## config.mk

```make
export PLATFORM = sky130hd
export DESIGN_NAME = hazard_ctrl
export DESIGN_NICKNAME = d
export VERILOG_FILES = /design/src/rtl/hazard_pkg.sv /design/src/rtl/sat_counter.sv /design/src/rtl/hazard_ctrl.sv
export SDC_FILE = /design/constraint.sdc
export NUM_CORES = 1
export LEC_CHECK = 0
export BUFFER_PORTS_ARGS = -buffer_cell sky130_fd_sc_hd__buf_2
export CORE_MARGIN = 2
export CORE_UTILIZATION = 35
export CTS_BUF_LIST = sky130_fd_sc_hd__clkbuf_2
export DETAILED_ROUTE_END_ITERATION = 6
export GPL_TIMING_DRIVEN = 0
export PLACE_DENSITY = 0.65
export SKIP_CTS_REPAIR_TIMING = 1
export SYNTH_ARGS = -nofsm -noshare
export SYNTH_HDL_FRONTEND = slang
export SYNTH_SLANG_ARGS = --single-unit
```

## constraint.sdc

```tcl
create_clock -name clk -period 3.7 [get_ports clk]
set_input_delay 0.74 -clock clk [delete_from_list [all_inputs] [get_ports clk]]
set_output_delay 0.74 -clock clk [all_outputs]
set_load 0.005 [all_outputs]
```

## src/rtl/hazard_pkg.sv

```systemverilog
// Shared definitions for the pipeline hazard controller: FSM state
// encoding, default wait budget, the hard-wired zero register index and
// a small operand-match helper used by load-use detection.
package hazard_pkg;

  typedef enum logic [1:0] {
    RUN      = 2'd0,
    MEM_WAIT = 2'd1,
    ERR      = 2'd2
  } hazard_state_e;

  localparam int unsigned MAX_WAIT_DEF = 255;
  localparam logic [4:0]  REG_X0       = 5'd0;

  // True when the ID instruction actually reads src and src names dst.
  function automatic logic src_match(input logic       use_src,
                                     input logic [4:0] src,
                                     input logic [4:0] dst);
    return use_src & (src == dst);
  endfunction

endpackage

```

## src/rtl/sat_counter.sv

```systemverilog
// Saturating up-counter: counts cycles with inc=1 and sticks at all-ones
// instead of wrapping, so a long run never reports a misleadingly small value.
module sat_counter #(
  parameter int unsigned W = 32
) (
  input  logic         clk,
  input  logic         rstn,
  input  logic         inc,
  output logic [W-1:0] count
);

  localparam logic [W-1:0] ALL_ONES = {W{1'b1}};

  logic [W-1:0] count_r;

  // Increment on request unless already saturated.
  always_ff @(posedge clk or negedge rstn) begin
    if (!rstn) begin
      count_r <= {W{1'b0}};
    end else if (inc && (count_r != ALL_ONES)) begin
      count_r <= count_r + W'(1);
    end else begin
      count_r <= count_r;
    end
  end

  assign count = count_r;

endmodule

```

## src/rtl/hazard_ctrl.sv

```systemverilog
// Pipeline hazard and stall controller for the five-stage core.
// Resolves data-memory waits (highest priority), EX-stage redirects and
// ID/EX load-use hazards, and drives the hold/bubble controls of the four
// pipeline registers plus the PC hold. Controls are combinational so the
// pipe reacts in the same cycle; FSM, wait counter, error flag and
// performance counters are registered.
module hazard_ctrl
  import hazard_pkg::*;
#(
  parameter int unsigned MAX_WAIT = MAX_WAIT_DEF,
  parameter int unsigned CNT_W    = 32
) (
  input  logic             clk,
  input  logic             rstn,
  input  logic [4:0]       rs1_l1,
  input  logic [4:0]       rs2_l1,
  input  logic             use_rs1_l1,
  input  logic             use_rs2_l1,
  input  logic [4:0]       rd_l2,
  input  logic             load_l2,
  input  logic             jump_l2,
  input  logic             load_l3,
  input  logic             store_l3,
  input  logic             dmem_ready,
  output logic             pc_hold,
  output logic             block_l1,
  output logic             block_l2,
  output logic             block_l3,
  output logic             block_l4,
  output logic             clear_l1,
  output logic             clear_l2,
  output logic             clear_l3,
  output logic             clear_l4,
  output logic             mem_err,
  output logic [CNT_W-1:0] stall_cnt,
  output logic [CNT_W-1:0] flush_cnt
);

  localparam int unsigned      WAIT_W    = $clog2(MAX_WAIT + 1);
  localparam logic [WAIT_W-1:0] WAIT_LAST = WAIT_W'(MAX_WAIT - 1);
  localparam logic [WAIT_W-1:0] WAIT_TOP  = WAIT_W'(MAX_WAIT);

  hazard_state_e     state_r;
  hazard_state_e     state_nxt_s;
  logic [WAIT_W-1:0] wait_cnt_r;
  logic [WAIT_W-1:0] wait_cnt_nxt_s;
  logic              mem_err_r;

  logic mem_busy_s;
  logic lu_hit_s;
  logic timeout_s;
  logic flush_s;

  assign mem_busy_s = (load_l3 | store_l3) & ~dmem_ready;

  // x0 never carries a real dependency, so a load targeting it never stalls.
  assign lu_hit_s = load_l2 & (rd_l2 != REG_X0) &
                    (src_match(use_rs1_l1, rs1_l1, rd_l2) |
                     src_match(use_rs2_l1, rs2_l1, rd_l2));

  // This busy cycle is the last one tolerated before declaring a timeout.
  assign timeout_s = mem_busy_s & (wait_cnt_r == WAIT_LAST);

  // Next FSM state: a busy memory enters/holds the wait, ERR is sticky.
  always_comb begin
    state_nxt_s = state_r;
    case (state_r)
      RUN, MEM_WAIT: begin
        if (timeout_s) begin
          state_nxt_s = ERR;
        end else if (mem_busy_s) begin
          state_nxt_s = MEM_WAIT;
        end else begin
          state_nxt_s = RUN;
        end
      end
      ERR:     state_nxt_s = ERR;
      default: state_nxt_s = RUN;
    endcase
  end

  // Wait counter: consecutive busy cycles, restarting after any idle cycle.
  always_comb begin
    wait_cnt_nxt_s = wait_cnt_r;
    if (!mem_busy_s) begin
      wait_cnt_nxt_s = {WAIT_W{1'b0}};
    end else if (wait_cnt_r != WAIT_TOP) begin
      wait_cnt_nxt_s = wait_cnt_r + WAIT_W'(1);
    end else begin
      wait_cnt_nxt_s = wait_cnt_r;
    end
  end

  // FSM, wait counter and sticky error flag registers.
  always_ff @(posedge clk or negedge rstn) begin
    if (!rstn) begin
      state_r    <= RUN;
      wait_cnt_r <= {WAIT_W{1'b0}};
      mem_err_r  <= 1'b0;
    end else begin
      state_r    <= state_nxt_s;
      wait_cnt_r <= wait_cnt_nxt_s;
      mem_err_r  <= mem_err_r | (state_nxt_s == ERR);
    end
  end

  // Prioritised pipeline controls: memory stall/error, redirect, load-use.
  always_comb begin
    pc_hold  = 1'b0;
    block_l1 = 1'b0;
    block_l2 = 1'b0;
    block_l3 = 1'b0;
    block_l4 = 1'b0;
    clear_l1 = 1'b0;
    clear_l2 = 1'b0;
    clear_l3 = 1'b0;
    clear_l4 = 1'b0;
    flush_s  = 1'b0;
    if (!rstn) begin
      pc_hold = 1'b0;
    end else if ((state_r == ERR) || mem_busy_s) begin
      // Freeze IF..MEM; WB receives a bubble so the stalled access never retires twice.
      pc_hold  = 1'b1;
      block_l1 = 1'b1;
      block_l2 = 1'b1;
      block_l3 = 1'b1;
      clear_l4 = 1'b1;
    end else if (jump_l2) begin
      // Squash the two younger instructions; any load-use stall is moot.
      clear_l1 = 1'b1;
      clear_l2 = 1'b1;
      flush_s  = 1'b1;
    end else if (lu_hit_s) begin
      pc_hold  = 1'b1;
      block_l1 = 1'b1;
      clear_l2 = 1'b1;
    end else begin
      pc_hold = 1'b0;
    end
  end

  assign mem_err = mem_err_r;

  sat_counter #(.W(CNT_W)) u_stall_cnt (
    .clk   (clk),
    .rstn  (rstn),
    .inc   (pc_hold),
    .count (stall_cnt)
  );

  sat_counter #(.W(CNT_W)) u_flush_cnt (
    .clk   (clk),
    .rstn  (rstn),
    .inc   (flush_s),
    .count (flush_cnt)
  );

endmodule

```

# Word level (Yosys, flattened, before mapping)
# Index checks and enable logic that the tools add are counted.
[word_totals]
out_inout_bits = 74
regBits = 75
inputBits = 24
elab_cells = 51
[op_classes]
n_reduce_logical = 6
n_addsub = 3
muxes = 17
n_eq_ne = 10
bitwise_logic = 10
[op_table]
columns = ["operator", "count"]
rows = [
  ["adder 32 x 1 -> 32 bit (second input constant)", 2],
  ["!= test 32 bit (second input constant)", 2],
  ["2-to-1 mux 8 bit", 2],
  ["2-to-1 mux 1 bit", 13],
  ["== test 5 bit", 2],
  ["adder 8 x 1 -> 8 bit (second input constant)", 1],
  ["== test 8 bit (second input constant)", 1],
  ["!= test 8 bit (second input constant)", 1],
  ["AND 1 bit", 6],
  ["nonzero test 5 bit", 1],
  ["== test 2 bit (second input constant)", 2],
  ["case mux 2 bit (2 select lines)", 1],
  ["OR 1 bit", 3],
  ["== test 2 x 1 -> 1 bit (second input constant)", 1],
  ["logical AND 1 bit", 2],
  ["logical NOT 2 bit", 1],
  ["2-to-1 mux 2 bit", 1],
  ["!= test 2 x 1 -> 1 bit (second input constant)", 1],
  ["OR reduction 2 bit", 1],
  ["logical OR 1 bit", 1],
  ["NOT 1 bit", 1],
]

# Logic depth before layout (Yosys ltp)
# Gate-level depths: netlist (run 1).
[depth]
depth_word = 9
mapped_depth = 9
depth_no_buf = 7

# Modules after synthesis
# A second synthesis (run 1) with hierarchy kept.
[unflattened]
hier_cells = 380
hier_area_um2 = 4015.1
[modules_own_cells]
columns = ["module", "n_inst", "area_each_um2", "cells_per_inst"]
rows = [
  ["sat_counter", 2, 1624.1, 151],
  ["hazard_ctrl", 1, 767.0, 78],
]

# Worst setup path after synthesis (run 1)
# OpenSTA, ideal clock, no wires.
[synth_timing]
kind = "input port to output port"
from = "input port rd_l2[1]"
to = "output port pc_hold"
path_stages = 5
t_arrival_ps = 1856
path_slack_ps = 1104
t_required_ps = 2960
path_cell_list = "or4_1 > o21ai_0 > o21ai_0 > and2_1 > buf_4"
[synth_between]
elab_chain_cells = 8
[synth_lines]
columns = ["item", "line_no", "text"]
rows = [
  ["start, declared", "hazard_ctrl.sv:19", "input logic [4:0] rd_l2,"],
  ["== test 5 bit", "hazard_pkg.sv:19", "return use_src & (src == dst);"],
  ["AND 1 bit", "hazard_pkg.sv:19", ""],
  ["OR 1 bit", "hazard_ctrl.sv:58", "(src_match(use_rs1_l1, rs1_l1, rd_l2) |"],
  ["AND 1 bit (*)", "hazard_ctrl.sv:57", "assign lu_hit_s = load_l2 & (rd_l2 != REG_X0) &"],
  ["2-to-1 mux 1 bit (*) (4 in series)", "--", ""],
  ["end, declared", "hazard_ctrl.sv:25", "output logic pc_hold,"],
]
# Every way passes the cells marked *; elsewhere a longest branch is shown, timed or not.

# Worst setup path after layout (run 1)
[layout_timing]
from = "input port rd_l2[1]"
to = "output port pc_hold"
[layout_between]
elab_chain_cells = 8
[layout_lines]
columns = ["item", "line_no", "text"]
rows = [
  ["== test 5 bit", "hazard_pkg.sv:19", ""],
  ["AND 1 bit", "hazard_pkg.sv:19", ""],
  ["OR 1 bit", "hazard_ctrl.sv:58", ""],
  ["AND 1 bit (*)", "hazard_ctrl.sv:57", ""],
  ["2-to-1 mux 1 bit (*)", "hazard_ctrl.sv:133", "end else if (lu_hit_s) begin"],
  ["2-to-1 mux 1 bit (*)", "hazard_ctrl.sv:128", "end else if (jump_l2) begin"],
  ["2-to-1 mux 1 bit (*)", "hazard_ctrl.sv:121", "end else if ((state_r == ERR) || mem_busy_s) begin"],
  ["2-to-1 mux 1 bit (*)", "hazard_ctrl.sv:119", "if (!rstn) begin"],
]
# Marks and branches as above.

==> qor.txt, run 1 <==
Layout fillers: 1110
Remaining antenna violation count: 0
Post-synth top cells: dfrtp_1, xnor2_1, nand3_1, xor2_1, nand2_1
Die area: 0.0117 mm²
Period utilization: 0.808
Post-synth ARST share: 1.00
Area of the multi-input gates: 0.00182 mm²
Number of DRC markers in iteration 0: 124
Max-cap violations: 0
CTS clk-pin slew, worst paths: 200 ps
Number of flops mapped to enable cells by yosys: 0
CP Capture Type: output pin
# H-tree levels: 3
Slew HR: 0.420
Sequential area share after synthesis: 0.493
IO Port Bufs: 95
RSZ-0062 raised after global routing: false
Hold Crit Class: in -> async
Count leader, synth: dfrtp_1
Primary FF master, synth: dfrtp_1
Std cell rows: 38
Nets: 507
Register bit count reported by yosys: 75
Overall Power: 1.49 mW
Crit Path Max Fanout: 5
Outcome: complete, no violations
Crit path DAT: 2250 ps
First-pass GRT wire length: 14800 µm
Root Driver: clkbuf_2
Synth Area per Inst: 10.3 µm²
Setup crit start kind: input port
Hold Vio Cnt, Final: 0
Final GP Congestion: 0.817
Worst setup margin: 711 ps
Yosys top cell by area: dfrtp_1
Initial core utilization: 0.354
CTS tree: done
DR vias: 3109
Worst Setup Path Type: in -> out
Initial antenna violation count: 0
Drt first pass iters: 4
Final min period: 2990 ps
Layout cells sized above 1: 0.284
Core Area: 0.0107 mm²
Clk_skew: 26.4 ps
Final wirelength: 8690 µm
Clk_lat worst skew: 490 ps
Synthesis-to-finish area growth: 19.9%
Area contributors post-synth: dfrtp_1, xnor2_1, xor2_1, nand3_1, nor3_1
Die extent in y: 108 µm
Worst Max-Slew Pin Slew: 862 ps
Largest net degree at the start of global routing: 48
Inserted Clock Buffers: 9
Required time worst endpoint: 2960 ps
Max-slew violations: 0
Power Dens Cells: 326 mW/mm²
Residual DRC count: 0
Ports: 98
Diodes inserted: 0
Setup WS pre-CTS: 731 ps
Leakage: 2.28 nW
Global route overflow: 0
Die width: 108 µm
Finished Core Util: 0.425
Peak VDD IR: 0.000226 V
Post-DR wirelength/cell: 13.9 µm
Tot GR Track Use: 0.158
Yosys warnings: 0
Vias in the first global route: 3051
Dpl hpwl: 6530 µm
Synth Instances: 371
Max Clk Rate: 0.335 GHz
Final setup violating endpoints: 0
Bufs on Longest Clock Path: 2
# clock sinks: 75
Synth top area share: 0.493
Via density: 4.99
Register Area: 0.00188 mm²
Netlist cell types: 48
Synth Cell Area: 0.00381 mm²
[power breakdown]
group	total [mW]	leakage (nW)	switching, mW	internal [mW]
Sequential	0.925	1.00	0.0577	0.867
Clock	0.359	0.0590	0.274	0.0856
Combinational	0.203	1.22	0.0980	0.105
Total	1.49	2.28	0.429	1.06
[worst max-delay path: stages]
cell     delay [ps]
buf_2           120
or4_1           520
o21ai_0         210
o21ai_0         140
and2_1          240
buf_4           160
buf_2           110
[stage by stage]
| stage | cells | hold slack (ps) | TNS (ps) | area, µm² |
|---|---|---|---|---|
| global placement | 607 | 447 | -2380 | 4460 |
| detailed placement | 608 | 460 | 0 | 4490 |
| CTS | 623 | 126 | 0 | 4570 |
| global route | 623 | 117 | 0 | 4570 |
| floorplan | 372 | 435 | 0 | 3810 |
| finish | 623 | 149 | 0 | 4570 |
[metal layers]
layer,vias to the layer above,part of all wire,routed length [µm],track usage
li1,1506,-,-,-
met1,1499,0.44,3830,0.200
met2,92,0.48,4180,0.261
met3,12,0.065,562,0.0464
met4,0,0.013,117,0.0467
met5,-,0,0,0
[logic make-up (layout without fill, tap and decap cells)]
kind of cell	after synthesis	after routing	synth area share
other	1	2	0.000985
xor gates and xnor gates	73	73	0.168
buffers and inverters	22	133	0.0292
adders and majority gates	4	4	0.0131
muxes	2	2	0.00591
and+or+nand+nor	176	176	0.253
DFF	75	75	0.493
AOI/OAI and AO/OA	18	18	0.0371
[state kept, by name, summed over array words and instances (netlist names)]
register and count:
wait_cnt_r 8, mem_err 1, state_r 2, u_stall_cnt.count 32, u_flush_cnt.count 32
[placed cells by master, fill, tap and decap left out, types with 2 or more instances in the layout]
master	n
and2_1	3
xnor2_1	42
buf_2	96
clkbuf_1	3
nand4_1	16
xor2_1	31
nand3_2	2
clkinv_2	3
inv_1	9
clkbuf_2	11
o21ai_0	4
nand3_1	39
buf_4	8
or2_2	2
ha_1	4
a31oi_1	2
nand2_1	28
a21oi_1	3
mux2_2	2
dfrtp_1	75
conb_1	2
nand2b_1	3
and3_1	10
nor4_1	10
and4_1	4
nor3_1	22
nor3b_1	2
nor2_1	23
[worst paths after layout]
check / start / end / cells past startpoint / slack (ps)
min in group clk: state_r[1]$_DFF_PN0_ / state_r[0]$_DFF_PN0_ / 1 / 490
hold / removal: rstn / u_stall_cnt.count[5]$_DFFE_PN0P_ / 1 / 150
max in group asynchronous: rstn / u_flush_cnt.count[19]$_DFFE_PN0P_ / 2 / 2970
setup reg to reg: u_stall_cnt.count[17]$_DFFE_PN0P_ / u_stall_cnt.count[1]$_DFFE_PN0P_ / 6 / 1080
hold reg to reg: state_r[1]$_DFF_PN0_ / state_r[0]$_DFF_PN0_ / 1 / 490
setup / recovery: rd_l2[1] / pc_hold / 7 / 710
[cell type report]
class / instances / share of cell area
Inverter: 9 / 0.00740
Sequential cell: 75 / 0.411
Multi-Input combinational cell: 275 / 0.399
Clock buffer: 11 / 0.0121
Tap cell: 140 / 0.0384
Clock inverter: 4 / 0.00411
Buffer: 13 / 0.0170
Timing Repair Buffer: 96 / 0.111
Power figures use the tool's default switching activity.
==> inputs of run 2 (changes only) <==
- PLACE_DENSITY: 0.65 -> 0.67
- clock period: 3.7 -> 2.6 ns (I/O delays scaled with it)
==> run 2 against run 1 <==
Effect of this change:
- combinational power grew 45%
- register-to-register slack lost 840 ps
- utilization grew 1.0 points
- global-route usage shrank 0.46 points
- first-iteration DRC count grew 32%
==> qor.txt, run 2 (synthesis gave the netlist of run 1 again) <==
Worst r2r dst: u_flush_cnt.count[28]$_DFFE_PN0P_
Tot GR Track Use: 0.153 (-0.00460)
Synthesis-to-finish area growth: 22.8%
Inserted Clock Buffers: 9 (unchanged)
Nets: 509 (+0.39%)
Hold Vio Cnt, Final: 0 (unchanged)
Global route overflow: 0 (unchanged)
Power Dens Cells: 523 mW/mm² (+61%)
Via density: 5.00 (+0.26%)
Largest stage delay on the critical path: 530 ps (about the same)
Diodes inserted: 0 (unchanged)
Hold Crit Class: in -> reg
Std cell rows: 38 (unchanged)
Worst setup margin: 138 ps (-573 ps)
Worst Max-Slew Pin Slew: 843 ps (-18.8 ps)
Die width: 108 µm (unchanged)
Final setup violating endpoints: 0 (unchanged)
Residual DRC count: 0 (unchanged)
Launch point of the critical path: rd_l2[1]
Die area: 0.0117 mm² (unchanged)
Final GP Congestion: 0.829 (+1.4%)
Post-DR wirelength/cell: 13.9 µm (-0.65%)
Worst r2r path cells: 6 (unchanged)
Setup crit start kind: input port
Core Area: 0.0107 mm² (unchanged)
Period utilization: 0.947
CP Capture Type: output pin
Max-slew violations: 0 (unchanged)
DR vias: 3132 (+0.74%)
Worst Setup Path Type: in -> out
Final min period: 2460 ps
Leakage: 2.32 nW (+1.8%)
Root Driver: clkbuf_2
Reg2reg setup slack: 240 ps (-840 ps)
Outcome: complete, no violations
Drt first pass iters: 4 (unchanged)
Number of DRC markers in iteration 0: 164 (+32%)
WHS: 381 ps (+232 ps)
Max-cap violations: 0 (unchanged)
CTS clk-pin slew, worst paths: 180 ps (-20 ps)
First-pass GRT wire length: 14200 µm (-4.1%)
CP Cell Sequence: buf_2 -> or4_1 -> o21ai_1 -> o21ai_0 -> and2_2 -> buf_4 -> buf_2
Setup_tns: 0 ps (unchanged)
Final wirelength: 8670 µm (-0.17%)
Initial core utilization: 0.354 (unchanged)
Finished Core Util: 0.435 (+0.0102)
Setup WS pre-CTS: 77.2 ps (-654 ps)
Peak VDD IR: 0.000316 V (+40%)
Largest net degree at the start of global routing: 58 (+21%)
Commonest non-fill, non-tap cell in the layout: buf_2
Most frequent cells in the layout: buf_2, dfrtp_1, xnor2_1
Max Clk Rate: 0.406 GHz
IO Port Bufs: 95 (unchanged)
Vias in the first global route: 2969 (-2.7%)
# H-tree levels: 3 (unchanged)
Remaining antenna violation count: 0 (unchanged)
Crit path DAT: 1940 ps (-310 ps)
Worst setup path endpoint: pc_hold
Critical-path top delay cell: or4_1
CTS tree: done
Bufs on Longest Clock Path: 2 (unchanged)
Initial antenna violation count: 0 (unchanged)
# clock sinks: 75 (unchanged)
RSZ-0062 raised after global routing: false
Clk_skew: 31.7 ps (+5.38 ps)
Crit Path Max Fanout: 5 (unchanged)
Required time worst endpoint: 2080 ps (-880 ps)
Layout cells sized above 1: 0.288 (+0.00442)
Slew HR: 0.436 (+0.0159)
Clk_lat worst skew: 530 ps (+40 ps)
Ports: 98 (unchanged)
Worst R2R Start: u_flush_cnt.count[0]$_DFFE_PN0P_
Most frequent CP cell: buf_2
Die extent in y: 108 µm (unchanged)
Dpl hpwl: 6380 µm (-2.2%)
[run 2: cell types whose count changed in the layout (fill, tap and decap cells not counted)]
cell           change
clkinv_2           -3
and2_2             +1
o21ai_1            +1
and2_1             -1
o21ai_0            -1
nor4_2             +1
nor4_1             -1
bufinv_16          +3
clkinvlp_4         +1
dlygate4sd3_1      +2
[run 2: metrics by stage]
step | std cells | cell area [µm²] | power, mW
6_report | 626 | 4680 | 2.45
5_1_grt | 626 | 4680 | 2.57
4_1_cts | 624 | 4650 | 2.48
3_5_place_dp | 608 | 4490 | 1.63
3_3_place_gp | 607 | 4460 | 1.61
2_1_floorplan | 372 | 3810 | 1.47
[run 2: final cells by class]
cell class	count	area [µm²]
Buffer	13	77.6
Clock buffer	11	55.1
Clock inverter	5	101
Fill cell	1106	6070
Inverter	9	33.8
Multi-Input combinational cell	275	1830
Sequential cell	75	1880
Tap cell	140	175
Timing Repair Buffer	98	526
[run 2: how the worst min path moves through the flow]
stage / to / cells past startpoint / start
2_1_floorplan: mem_err$_DFF_PN0_ / 0 / rstn
3_3_place_gp: state_r[0]$_DFF_PN0_ / 1 / state_r[1]$_DFF_PN0_
3_5_place_dp: u_stall_cnt.count[30]$_DFFE_PN0P_ / 1 / rstn
4_1_cts: u_stall_cnt.count[30]$_DFFE_PN0P_ / 1 / rstn
5_1_grt: state_r[1]$_DFF_PN0_ / 3 / dmem_ready
6_report: state_r[1]$_DFF_PN0_ / 3 / dmem_ready
[run 2: per-layer routing]
layer / vias up / global-route usage / share of wire
met1: 1538 / 0.199 / 0.47
met2: 73 / 0.245 / 0.47
met4: 0 / 0.0632 / 0.013
met5: - / 0 / 0
met3: 10 / 0.0368 / 0.052
li1: 1511 / - / -
[run 2: where the power goes]
group          switching, mW  internal, mW
clock                  0.418         0.419
sequential            0.0800          1.23
combinational          0.143         0.153
total                  0.641          1.81
[run 2: worst max-delay path: cells and delay by family]
kind	cells	cell delay (ps)
AO/OA/AOI/OAI	2	280
buffers and inverters	3	370
AND/OR/NAND/NOR	2	760
==> inputs of run 3 (changes only) <==
- ABC_CLOCK_PERIOD_IN_PS: default -> 2600
- RECOVER_POWER: default -> 25
- TNS_END_PERCENT: default -> 10
==> run 3 against run 2 <==
Effect of this change:
- register-to-register slack barely moved
- critical path depth did not move
- global-route usage did not move
- die area did not move
- flip-flop and latch count did not move
- design area fell by 0.56%
- first-iteration DRC count rose by 13%
- via count rose by 0.54%
- non-clock buffer count did not move
- largest power group unchanged
==> qor.txt, run 3 (synthesis gave the netlist of run 1 again) <==
Peak VDD IR: 0.000317 V (+0.12%)
Core Area: 0.0107 mm² (unchanged)
Ports: 98 (unchanged)
Initial antenna violation count: 0 (unchanged)
Remaining antenna violation count: 0 (unchanged)
Hold Vio Cnt, Final: 0 (unchanged)
Most frequent CP cell: buf_2
CTS tree: done
Commonest non-fill, non-tap cell in the layout: buf_2
CTS clk-pin slew, worst paths: 180 ps (about the same)
Period utilization: 0.947 (about the same)
Largest stage delay on the critical path: 530 ps (about the same)
Vias in the first global route: 2969 (unchanged)
Max-slew violations: 0 (unchanged)
CP Capture Type: output pin
Internal: 1.80 mW (-0.25%)
Residual DRC count: 0 (unchanged)
Bufs on Longest Clock Path: 2 (unchanged)
Number of DRC markers in iteration 0: 186 (+13%)
Outcome: complete, no violations
Critical-path top delay cell: or4_1
Dpl hpwl: 6380 µm (unchanged)
CP delay by family, top: simple AND/OR/NAND/NOR gates
Max-cap violations: 0 (unchanged)
Post-DR wirelength/cell: 13.9 µm (about the same)
Leakage: 2.31 nW (-0.52%)
Finished Core Util: 0.433 (-0.00245)
Layout cells sized above 1: 0.286 (-0.00206)
Largest net degree at the start of global routing: 58 (unchanged)
Crit path DAT: 1940 ps (about the same)
Clk_skew: 33.5 ps (+1.79 ps)
Setup crit start kind: input port
Global route overflow: 0 (unchanged)
Seq pwr share: 0.538 (about the same)
Max Clk Rate: 0.406 GHz (about the same)
Tot GR Track Use: 0.153 (unchanged)
P_sw: 0.641 mW (about the same)
Diodes inserted: 0 (unchanged)
# H-tree levels: 3 (unchanged)
Clk_lat worst skew: 530 ps (about the same)
RSZ-0062 raised after global routing: false
Post-Layout Cell Count: 626 (unchanged)
Via density: 5.03 (+0.54%)
Die extent in y: 108 µm (unchanged)
Std cell rows: 38 (unchanged)
Worst Setup Path Type: in -> out
# clock sinks: 75 (unchanged)
Final setup violating endpoints: 0 (unchanged)
Power Dens Cells: 525 mW/mm² (+0.38%)
Hold Crit Class: in -> reg
Drt first pass iters: 4 (unchanged)
Synthesis-to-finish area growth: 22.1%
CP Cell Sequence: buf_2 -> or4_1 -> o21ai_1 -> o21ai_0 -> and2_2 -> buf_4 -> buf_2
Most frequent cells in the layout: buf_2, dfrtp_1, xnor2_1
Crit Path Max Fanout: 5 (unchanged)
Die area: 0.0117 mm² (unchanged)
Final min period: 2460 ps (-0.495 ps)
Clock power frac: 0.343 (about the same)
Gate power share: 0.119 (-0.002)
Switch share: 0.262 (+0.000471)
WP buf/inv: 3 (unchanged)
Slew HR: 0.0387 (-0.397)
Die width: 108 µm (unchanged)
Final GP Congestion: 0.829 (unchanged)
Required time worst endpoint: 2080 ps (about the same)
Worst Max-Slew Pin Slew: 1440 ps (+598 ps)
First-pass GRT wire length: 14200 µm (unchanged)
IO Port Bufs: 95 (unchanged)
Initial core utilization: 0.354 (unchanged)
Nets: 509 (unchanged)
Inserted Clock Buffers: 9 (unchanged)
DP Cell Count: 608 (unchanged)
Root Driver: clkbuf_2
Final wirelength: 8680 µm (about the same)
DR vias: 3149 (+0.54%)
[run 3: changes by cell type in the layout (fill, tap and decap cells not counted)]
cell and change:
clkbuf_1 +1, buf_16 -1, clkbuf_2 +1, buf_4 -1
[run 3: worst paths after layout]
kind | startpoint | endpoint | slack, ps | cells past startpoint
setup / recovery | rd_l2[1] | pc_hold | 140 | 7
hold / removal | dmem_ready | state_r[1]$_DFF_PN0_ | 380 | 3
setup reg to reg | u_flush_cnt.count[0]$_DFFE_PN0P_ | u_flush_cnt.count[28]$_DFFE_PN0P_ | 230 | 6
hold reg to reg | state_r[1]$_DFF_PN0_ | state_r[0]$_DFF_PN0_ | 480 | 1
max in group asynchronous | rstn | u_flush_cnt.count[7]$_DFFE_PN0P_ | 520 | 3
min in group asynchronous | rstn | u_stall_cnt.count[30]$_DFFE_PN0P_ | 810 | 2
[run 3: cell type report]
class | instances | area [µm²]
repair buffers | 98 | 499
well taps | 140 | 175
fillers | 1111 | 6090
clock inverters | 5 | 101
inverters | 9 | 33.8
clock buffers | 11 | 55.1
multi-input cells | 275 | 1830
plain buffers | 13 | 77.6
flip-flops and latches | 75 | 1880
[run 3: power by group through the flow]
stage | combinational, mW | clock (mW) | sequential, mW
floorplan | 0.139 | 0 | 1.33
global placement | 0.279 | 0 | 1.33
detailed placement | 0.295 | 0 | 1.34
CTS | 0.298 | 0.865 | 1.31
global route | 0.330 | 0.910 | 1.33
finish | 0.290 | 0.838 | 1.31
[run 3: stage by stage]
step           TNS [ps]  power (mW)  worst slack [ps]  cell area (µm²)  hold WS (ps)
2_1_floorplan         0        1.47               444             3810           224
3_3_place_gp     -50760        1.61             -1180             4460           447
3_5_place_dp          0        1.63              77.2             4490           432
4_1_cts               0        2.48              63.7             4650          -214
5_1_grt               0        2.57              37.1             4650           360
6_report              0        2.44               139             4650           382
[run 3: worst reg2reg max path, delay by kind of cell, from the launching register on]
kind                       cells  cell delay, ps
xor gates and xnor gates       1             150
adders and majority gates      1             230
DFF                            1             460
and+or+nand+nor                4            1430
[run 3: metal layers]
| layer | up-vias | wire (µm) | track usage | part of all wire |
|---|---|---|---|---|
| li1 | 1510 | - | - | - |
| met1 | 1557 | 4050 | 0.199 | 0.47 |
| met2 | 72 | 4070 | 0.245 | 0.47 |
| met3 | 10 | 445 | 0.0368 | 0.051 |
| met4 | 0 | 116 | 0.0632 | 0.013 |
| met5 | - | 0 | 0 | 0 |
